`config.mk`:
```
export PLATFORM = sky130hd
export DESIGN_NAME = cache_write_buffer
export DESIGN_NICKNAME = d
export VERILOG_FILES = /design/src/rtl/cache_write_buffer.sv
export SDC_FILE = /design/constraint.sdc
export NUM_CORES = 1
export LEC_CHECK = 0
export ABC_CLOCK_PERIOD_IN_PS = 3000
export CAP_MARGIN = 0
export CORE_ASPECT_RATIO = 0.8
export CORE_MARGIN = 2
export CORE_UTILIZATION = 40
export CTS_CLUSTER_SIZE = 16
export DETAILED_ROUTE_END_ITERATION = 12
export PLACE_DENSITY = 0.7
export SLEW_MARGIN = 20
export SYNTH_ARGS = -nofsm -noshare
export SYNTH_HDL_FRONTEND = slang
export SYNTH_SLANG_ARGS = --single-unit
```
`constraint.sdc`:
```
create_clock -name clk -period 3 [get_ports clk]
set_input_delay 0.6 -clock clk [delete_from_list [all_inputs] [get_ports clk]]
set_output_delay 0.6 -clock clk [all_outputs]
set_load 0.005 [all_outputs]
```
`src/rtl/cache_write_buffer.sv`:
```
// Posted-write FIFO between the CPU data port and the Avalon bus, with read-coherence address match.
// Optional store coalescing into the tail entry is enabled by defining WB_MERGE_EN.

package cache_write_buffer_pkg;

    typedef struct packed {
        logic [29:0] word;
        logic [31:0] data;
        logic [3:0]  be;
    } wb_entry_t;

endpackage

module cache_write_buffer #(
    parameter int unsigned DEPTH = 4
) (
    input  logic        clk,
    input  logic        rst,
    input  logic [31:0] addr,
    input  logic        write_en,
    input  logic [31:0] writedata,
    input  logic [3:0]  byteenable,
    input  logic        active,
    input  logic        waitrequest,
    output logic        addr_in_wb,
    output logic [31:0] write_addr,
    output logic [31:0] write_data,
    output logic [3:0]  write_byteenable,
    output logic        write_writeenable,
    output logic [1:0]  state_out,
    output logic        full,
    output logic        empty
);
    import cache_write_buffer_pkg::*;

    localparam int unsigned PTR_W = (DEPTH > 1) ? $clog2(DEPTH) : 1;
    localparam int unsigned CNT_W = PTR_W + 1;

    localparam logic [1:0] ST_EMPTY   = 2'd0;
    localparam logic [1:0] ST_PENDING = 2'd1;
    localparam logic [1:0] ST_WRITING = 2'd2;

    wb_entry_t          mem_q [DEPTH];
    logic [PTR_W-1:0]   head_q;
    logic [PTR_W-1:0]   tail_q;
    logic [CNT_W-1:0]   count_q;

    wb_entry_t          head_entry_c;
    wb_entry_t          new_entry_c;
    logic               push_c;
    logic               pop_c;
    logic               merge_c;
    logic               unused_addr_c;

    // Byte-offset bits never participate in word matching.
    assign unused_addr_c = ^addr[1:0];

    assign empty             = (count_q == '0);
    assign full              = (count_q == CNT_W'(DEPTH));
    assign write_writeenable = active && !empty;
    assign pop_c             = write_writeenable && !waitrequest;

    // Head entry is masked to zero when nothing is queued.
    assign head_entry_c     = empty ? '0 : mem_q[head_q];
    assign write_addr       = {head_entry_c.word, 2'b00};
    assign write_data       = head_entry_c.data;
    assign write_byteenable = head_entry_c.be;

    assign new_entry_c.word = addr[31:2];
    assign new_entry_c.data = writedata;
    assign new_entry_c.be   = byteenable;

    always_comb begin
        state_out = ST_EMPTY;
        if (write_writeenable) begin
            state_out = ST_WRITING;
        end else if (!empty) begin
            state_out = ST_PENDING;
        end
    end

    // Match only slots lying within [head, head+count); the head stays valid until its pop edge.
    always_comb begin
        addr_in_wb = 1'b0;
        for (int i = 0; i < DEPTH; i++) begin
            if ((CNT_W'(PTR_W'(PTR_W'(i) - head_q)) < count_q) &&
                (mem_q[i].word == addr[31:2])) begin
                addr_in_wb = 1'b1;
            end
        end
    end

`ifdef WB_MERGE_EN
    logic [PTR_W-1:0] tail_last_c;
    wb_entry_t        tail_entry_c;
    wb_entry_t        merged_entry_c;

    assign tail_last_c  = tail_q - PTR_W'(1);
    assign tail_entry_c = mem_q[tail_last_c];

    // Coalesce unless the tail is the sole entry and is on the bus right now.
    assign merge_c = write_en && !empty &&
                     (tail_entry_c.word == addr[31:2]) &&
                     !(write_writeenable && (count_q == CNT_W'(1)));

    always_comb begin
        merged_entry_c = tail_entry_c;
        for (int b = 0; b < 4; b++) begin
            if (byteenable[b]) begin
                merged_entry_c.data[8*b +: 8] = writedata[8*b +: 8];
                merged_entry_c.be[b]          = 1'b1;
            end
        end
    end
`else
    assign merge_c = 1'b0;
`endif

    // A full buffer still accepts a store when the head pops on the same edge.
    assign push_c = write_en && !merge_c && (!full || pop_c);

    // Storage, pointers and occupancy.
    always_ff @(posedge clk or negedge rst) begin
        if (!rst) begin
            head_q  <= '0;
            tail_q  <= '0;
            count_q <= '0;
            for (int i = 0; i < DEPTH; i++) begin
                mem_q[i] <= '0;
            end
        end else begin
            if (push_c) begin
                mem_q[tail_q] <= new_entry_c;
                tail_q        <= tail_q + PTR_W'(1);
            end
`ifdef WB_MERGE_EN
            if (merge_c) begin
                mem_q[tail_last_c] <= merged_entry_c;
            end
`endif
            if (pop_c) begin
                head_q <= head_q + PTR_W'(1);
            end
            case ({push_c, pop_c})
                2'b10:   count_q <= count_q + CNT_W'(1);
                2'b01:   count_q <= count_q - CNT_W'(1);
                default: count_q <= count_q;
            endcase
        end
    end

endmodule

```
# After elaboration in Yosys (flattened, before gate mapping)
# Cells that the tools add are included.
# op_classes
add_sub_neg,8
order_cmp,7
eq_ne,7
mux,14
bitwise,2
n_reduce_logical,14
# op_table
operator,count
bitwise mux 264 bit,1
two-way mux 66 bit,4
binary-select mux 66 bit (select 2 bit),1
demux 66 bit (select 2 bit),1
equality test 30 bit,4
less-than comparator 2 x 3 -> 1 bit,4
logical AND 1 bit,8
">= comparator 3 bit, second input constant",2
inverter 2 -> 3 bit,2
one-hot mux 3 bit (2 select lines),1
two-way mux 1 bit,5
"adder 2 x 1 -> 2 bit, second input constant",2
"subtractor 1 x 2 -> 2 bit, first input constant",2
"subtractor 2 bit, first input constant",2
"adder 3 x 1 -> 3 bit, second input constant",1
"equality test 3 bit, second input constant",1
zero test 1 bit,3
zero test 3 bit,1
"less-than comparator 3 x 1 -> 1 bit, second input constant",1
"subtractor 3 x 1 -> 3 bit, second input constant",1
"equality test 2 x 1 -> 1 bit, second input constant",1
"equality test 2 bit, second input constant",1
two-way mux 2 bit,1
nonzero test 2 bit,1
logical OR 1 bit,1
# totals
register_bits,271
input_bits,73
out_inout_bits,74

# Longest topological paths before layout
# logic_depth
word_depth,8
ltp_mapped,12
mapped_depth_nobuf,10

# Worst setup path before layout
# Ideal clock, no wire load.
# synth_timing
kind,register to output
startpoint,reg head_q[0]
endpoint,out addr_in_wb
arrival_time_ps,2348
setup_slack_ps,52
stages_incl_launch_ff,11
n_path_buf,3
path_cell_list,dfrtp_1 clkbuf_1 buf_2 buf_2 xor2_1 inv_1 ha_1 a31oi_1 nand4_1 nor4_1 or4_1
# synth_via
elab_chain_cells,7
# synth_lines
element,line,source
from (decl),44,logic [PTR_W-1:0] head_q;
from (signal assigned),142,head_q <= head_q + PTR_W'(1);
subtractor 1 x 2 -> 2 bit,86,if ((CNT_W'(PTR_W'(PTR_W'(i) - head_q)) < count_q) &&
less-than comparator 2 x 3 -> 1 bit,86,
logical AND 1 bit,86,
two-way mux 1 bit (3 in series),86,
two-way mux 1 bit *,86,
to (decl),25,"output logic addr_in_wb,"
# Mark *: on every way between the ends. The rest lies on a longest branch, timed or not.

# Final worst setup path
# layout_timing
startpoint,reg head_q[1]
endpoint,out addr_in_wb
# The elaborated chain is that of the path after synthesis.

==> run_results.csv <==
group,metric,value,unit
final_layout,area_delta_synth_final,26.01,%
worst_setup_path,worst_path_largest_cell_delay,0.51,ns
sta,finalSetupTns,-0.4011,ns
placed_design,place_area,16820,um2
clock_network,clk_pin_slew,0.06,ns
synthesis,netlist_instances,965,
drt,dr.pass1.iters,4,
sta,hold_violations,0,
synthesis,synth-seq-area-share,0.4619,
placed_design,post-dp-hpwl,23.77,mm
synthesis,ys_warn_count,0,
power,swShare,0.3346,
clock_network,htreeDepth,1,
drt,drc,0,
global_routing,antenna_found_initial,1,
synthesis,synthArstFlopShare,1.000,
power,power.net_switching,7.572,mW
power,seqPwrFrac,0.310,
sta,setup_ws,-0.2158,ns
placed_design,routabilityCongestion,0.9329,
synthesis,syn_area,14680,um2
final_layout,final_area,18500,um2
synthesis,synth.largest_area_cell,"dfrtp_1",
sta,period_share,1.072,
worst_setup_path,worst_path_max_delay_cell,"dfrtp_4",
placed_design,portBuffers,142,
floorplanning,std_cell_rows,62,
power,clockPowerShare,0.168,
sta,max_slew_margin,0.6144,
synthesis,ys_types,34,
drt,viasPerCell,5.191,
status,violations,"setup timing",
worst_setup_path,crit_fanout,3,
global_routing,grt_max_degree,70,
floorplanning,die_w,218.2,um
clock_network,clock_sinks,271,
clock_network,clock_latency,0.57,ns
power,ir_drop,590.4,uV
clock_network,cts-root-buf,"clkbuf_16",
worst_setup_path,cp.required,2.40,ns
floorplanning,fp.dieH,175.4,um
drt,route.detailed.wl_per_inst,23.02,um
worst_setup_path,worst_setup_path_end_kind,"output port",
floorplanning,die_area,38260,um2
sta,max_freq,311.0,MHz
sta,setup_viol,5,
worst_setup_path,crit_family,"simple AND/OR/NAND/NOR gates",
worst_setup_path,cp.buffers_inverters,3,
sta,fin_skew,0.01009,ns
status,status,"finished with violations",
synthesis,syn_area_per_cell,15.21,um2
clock_network,numCtsBuffers,29,
worst_setup_path,crit_chain,"buf_6 -> inv_4 -> ha_4 -> a2111oi_4 -> nand4_1 -> nor4_1 -> or4_4 -> buf_6",
global_routing,grt-ovfl-total,0,
worst_setup_path,cp_common_cell,"buf_6",
final_layout,drive_gt1_frac,0.5071,
sta,worst_pin_slew,0.5784,ns
power,power.density,1223,nW/um2
synthesis,yosys-top-cells-area,"dfrtp_1 (46%), mux2_4 (16%), mux4_2 (10%)",
power,p_leak,8.417,nW
clock_network,clock_path_buffers,3,
worst_setup_path,critPathLaunchType,"flip-flop",
power,combPwrFrac,0.522,
final_layout,post-route-util,0.5140,
worst_setup_path,crit_type,"flip-flop to output port",
synthesis,synth-seq-cells,271,
synthesis,synth_top_area_frac,0.4619,
drt,drt_iter0_drc,600,
final_layout,final_cells,1669,
final_layout,diodes,0,
synthesis,synth_edf_count,0,
global_routing,grt_pass1_wl,58.46,mm
run,maxCapViolations,0,
sta,maxSlewViolCount,0,
sta,rsz0062_at_grt,"yes",
clock_network,cts_tree,"done",
synthesis,ys_top_cells_by_count,"dfrtp_1 (271), mux2_4 (160), mux2_2 (104)",
drt,dr_total_vias,8664,
floorplanning,ios,147,
synthesis,synthFlopType,"dfrtp_1",
floorplanning,fp.coreArea,35990,um2
synthesis,synth.most_common_cell,"dfrtp_1",
worst_setup_path,arrival,2.62,ns
global_routing,grt_pass1_vias,9548,
power,p_int,15.06,mW
placed_design,placed_cells,1587,
global_routing,grtUsageTotal,0.2006,
sta,timing.final.crit_period,3.216,ns
final_layout,fin_nets,1249,
drt,postRouteAntennaNets,0,
drt,drt-total-wl,38.41,mm
min_path,hold_path.class,"primary input to asynchronous set/reset pin",
floorplanning,start_util,0.4079,
## path summary, 6_finish.rpt
check / slack (ns) / cells past startpoint / end / start
worst max-delay path: -0.22 / 8 / addr_in_wb / head_q[1]
worst min-delay path: 0.01 / 1 / mem_q[189] / rst
worst max register to register: 0.36 / 12 / count_q[2] / count_q[0]
worst min register to register: 0.50 / 1 / mem_q[78] / mem_q[78]
max in group asynchronous: 2.16 / 2 / mem_q[237] / rst
min in group clk: 0.50 / 1 / mem_q[78] / mem_q[78]
## metrics by stage
| step | hold slack, ns | setup WS, ns | total power, mW |
|---|---|---|---|
| after floorplan | 0.3044 | 0.05178 | 13.91 |
| after global placement | 0.4819 | -0.6449 | 17.79 |
| after detailed placement | 0.4880 | -0.6591 | 18.04 |
| after CTS | 0.03134 | -0.1879 | 22.41 |
| after global routing | 0.04035 | -0.2469 | 23.90 |
| final | 0.01109 | -0.2158 | 22.63 |
## power groups by stage
stage,registers (mW),clock network [mW],logic (mW)
5_1_grt,7.26,4.07,12.6
2_1_floorplan,6.52,0,7.39
6_report,7.01,3.81,11.8
3_3_place_gp,6.87,0,10.9
4_1_cts,6.96,3.89,11.6
3_5_place_dp,6.98,0,11.1
## flip-flops by register name, indices dropped and copies added, names as in the netlist
register	cells
tail_q	2
count_q	3
mem_q	264
head_q	2
## metal layers
layer	wire, um	vias up	track usage	share of wire
met5	0	-	0	0
met4	886	0	0.04280	0.023
met3	2331	56	0.04537	0.061
met2	18350	222	0.3265	0.48
met1	16850	4544	0.2750	0.44
li1	-	3842	-	-
## area by class of cell
| type | count | area (um2) |
|---|---|---|
| Fill cell | 3030 | 17490 |
| Inverter | 10 | 43.79 |
| Clock buffer | 48 | 907.1 |
| Tap cell | 480 | 600.6 |
| Multi-Input combinational cell | 599 | 7522 |
| Clock inverter | 6 | 115.1 |
| Sequential cell | 271 | 6790 |
| Timing Repair Buffer | 255 | 2521 |
## cells in the final DEF, fill, tap and decap left out, types with 3 or more instances in the layout
cell type | synthesis | routed
clkbuf_8 | 0 | 11
nand2_4 | 4 | 4
nor2b_1 | 67 | 51
clkbuf_2 | 0 | 44
clkdlybuf4s50_1 | 0 | 71
xnor2_1 | 36 | 36
mux2_4 | 160 | 160
buf_4 | 11 | 73
ha_1 | 9 | 6
dlygate4sd2_1 | 0 | 5
clkbuf_1 | 45 | 8
xor2_1 | 91 | 88
buf_8 | 0 | 3
a2111oi_4 | 0 | 4
nor4_2 | 0 | 8
nor2b_4 | 0 | 14
clkbuf_16 | 0 | 32
mux2_2 | 104 | 104
clkdlybuf4s15_1 | 0 | 4
dfrtp_1 | 271 | 268
nor4_1 | 21 | 12
nand2_1 | 3 | 3
mux4_2 | 66 | 66
buf_2 | 6 | 14
buf_16 | 0 | 10
ha_4 | 0 | 3
buf_6 | 2 | 6
buf_12 | 20 | 20
inv_1 | 9 | 6
nand4_1 | 13 | 13
bufinv_16 | 0 | 3
## worst register-to-register path: cells and delay by family, from the launching register on
family / cells / cell delay (ns)
AOI/OAI and AO/OA: 1 / 0.37
xor gates and xnor gates: 2 / 0.28
adders and majority gates: 2 / 0.55
buffers and inverters: 4 / 0.49
DFF: 1 / 0.41
and+or+nand+nor: 3 / 0.45
## kinds of logic after synthesis
group                    count (synthesis)  synth area share
XOR/XNOR                               127           0.07576
flip-flops                             271            0.4619
AO/OA/AOI/OAI                           12          0.005709
AND/OR/NAND/NOR                        118           0.05165
adder cells (fa/ha/maj)                 10          0.009034
buffers and inverters                   96           0.05105
other                                    1         0.0002554
multiplexers                           330            0.3446
## what timing repair did
item | 4_1_cts | 5_1_grt
gates resized for setup | 191 | 124
hold buffers | 0 | 0
gates cloned | 9 | 3
buffers inserted | 11 | 8
pin swaps | 8 | 17
endpoints found under the setup margin | 67 | 46
No activity file was read; power rests on OpenSTA's default activity.
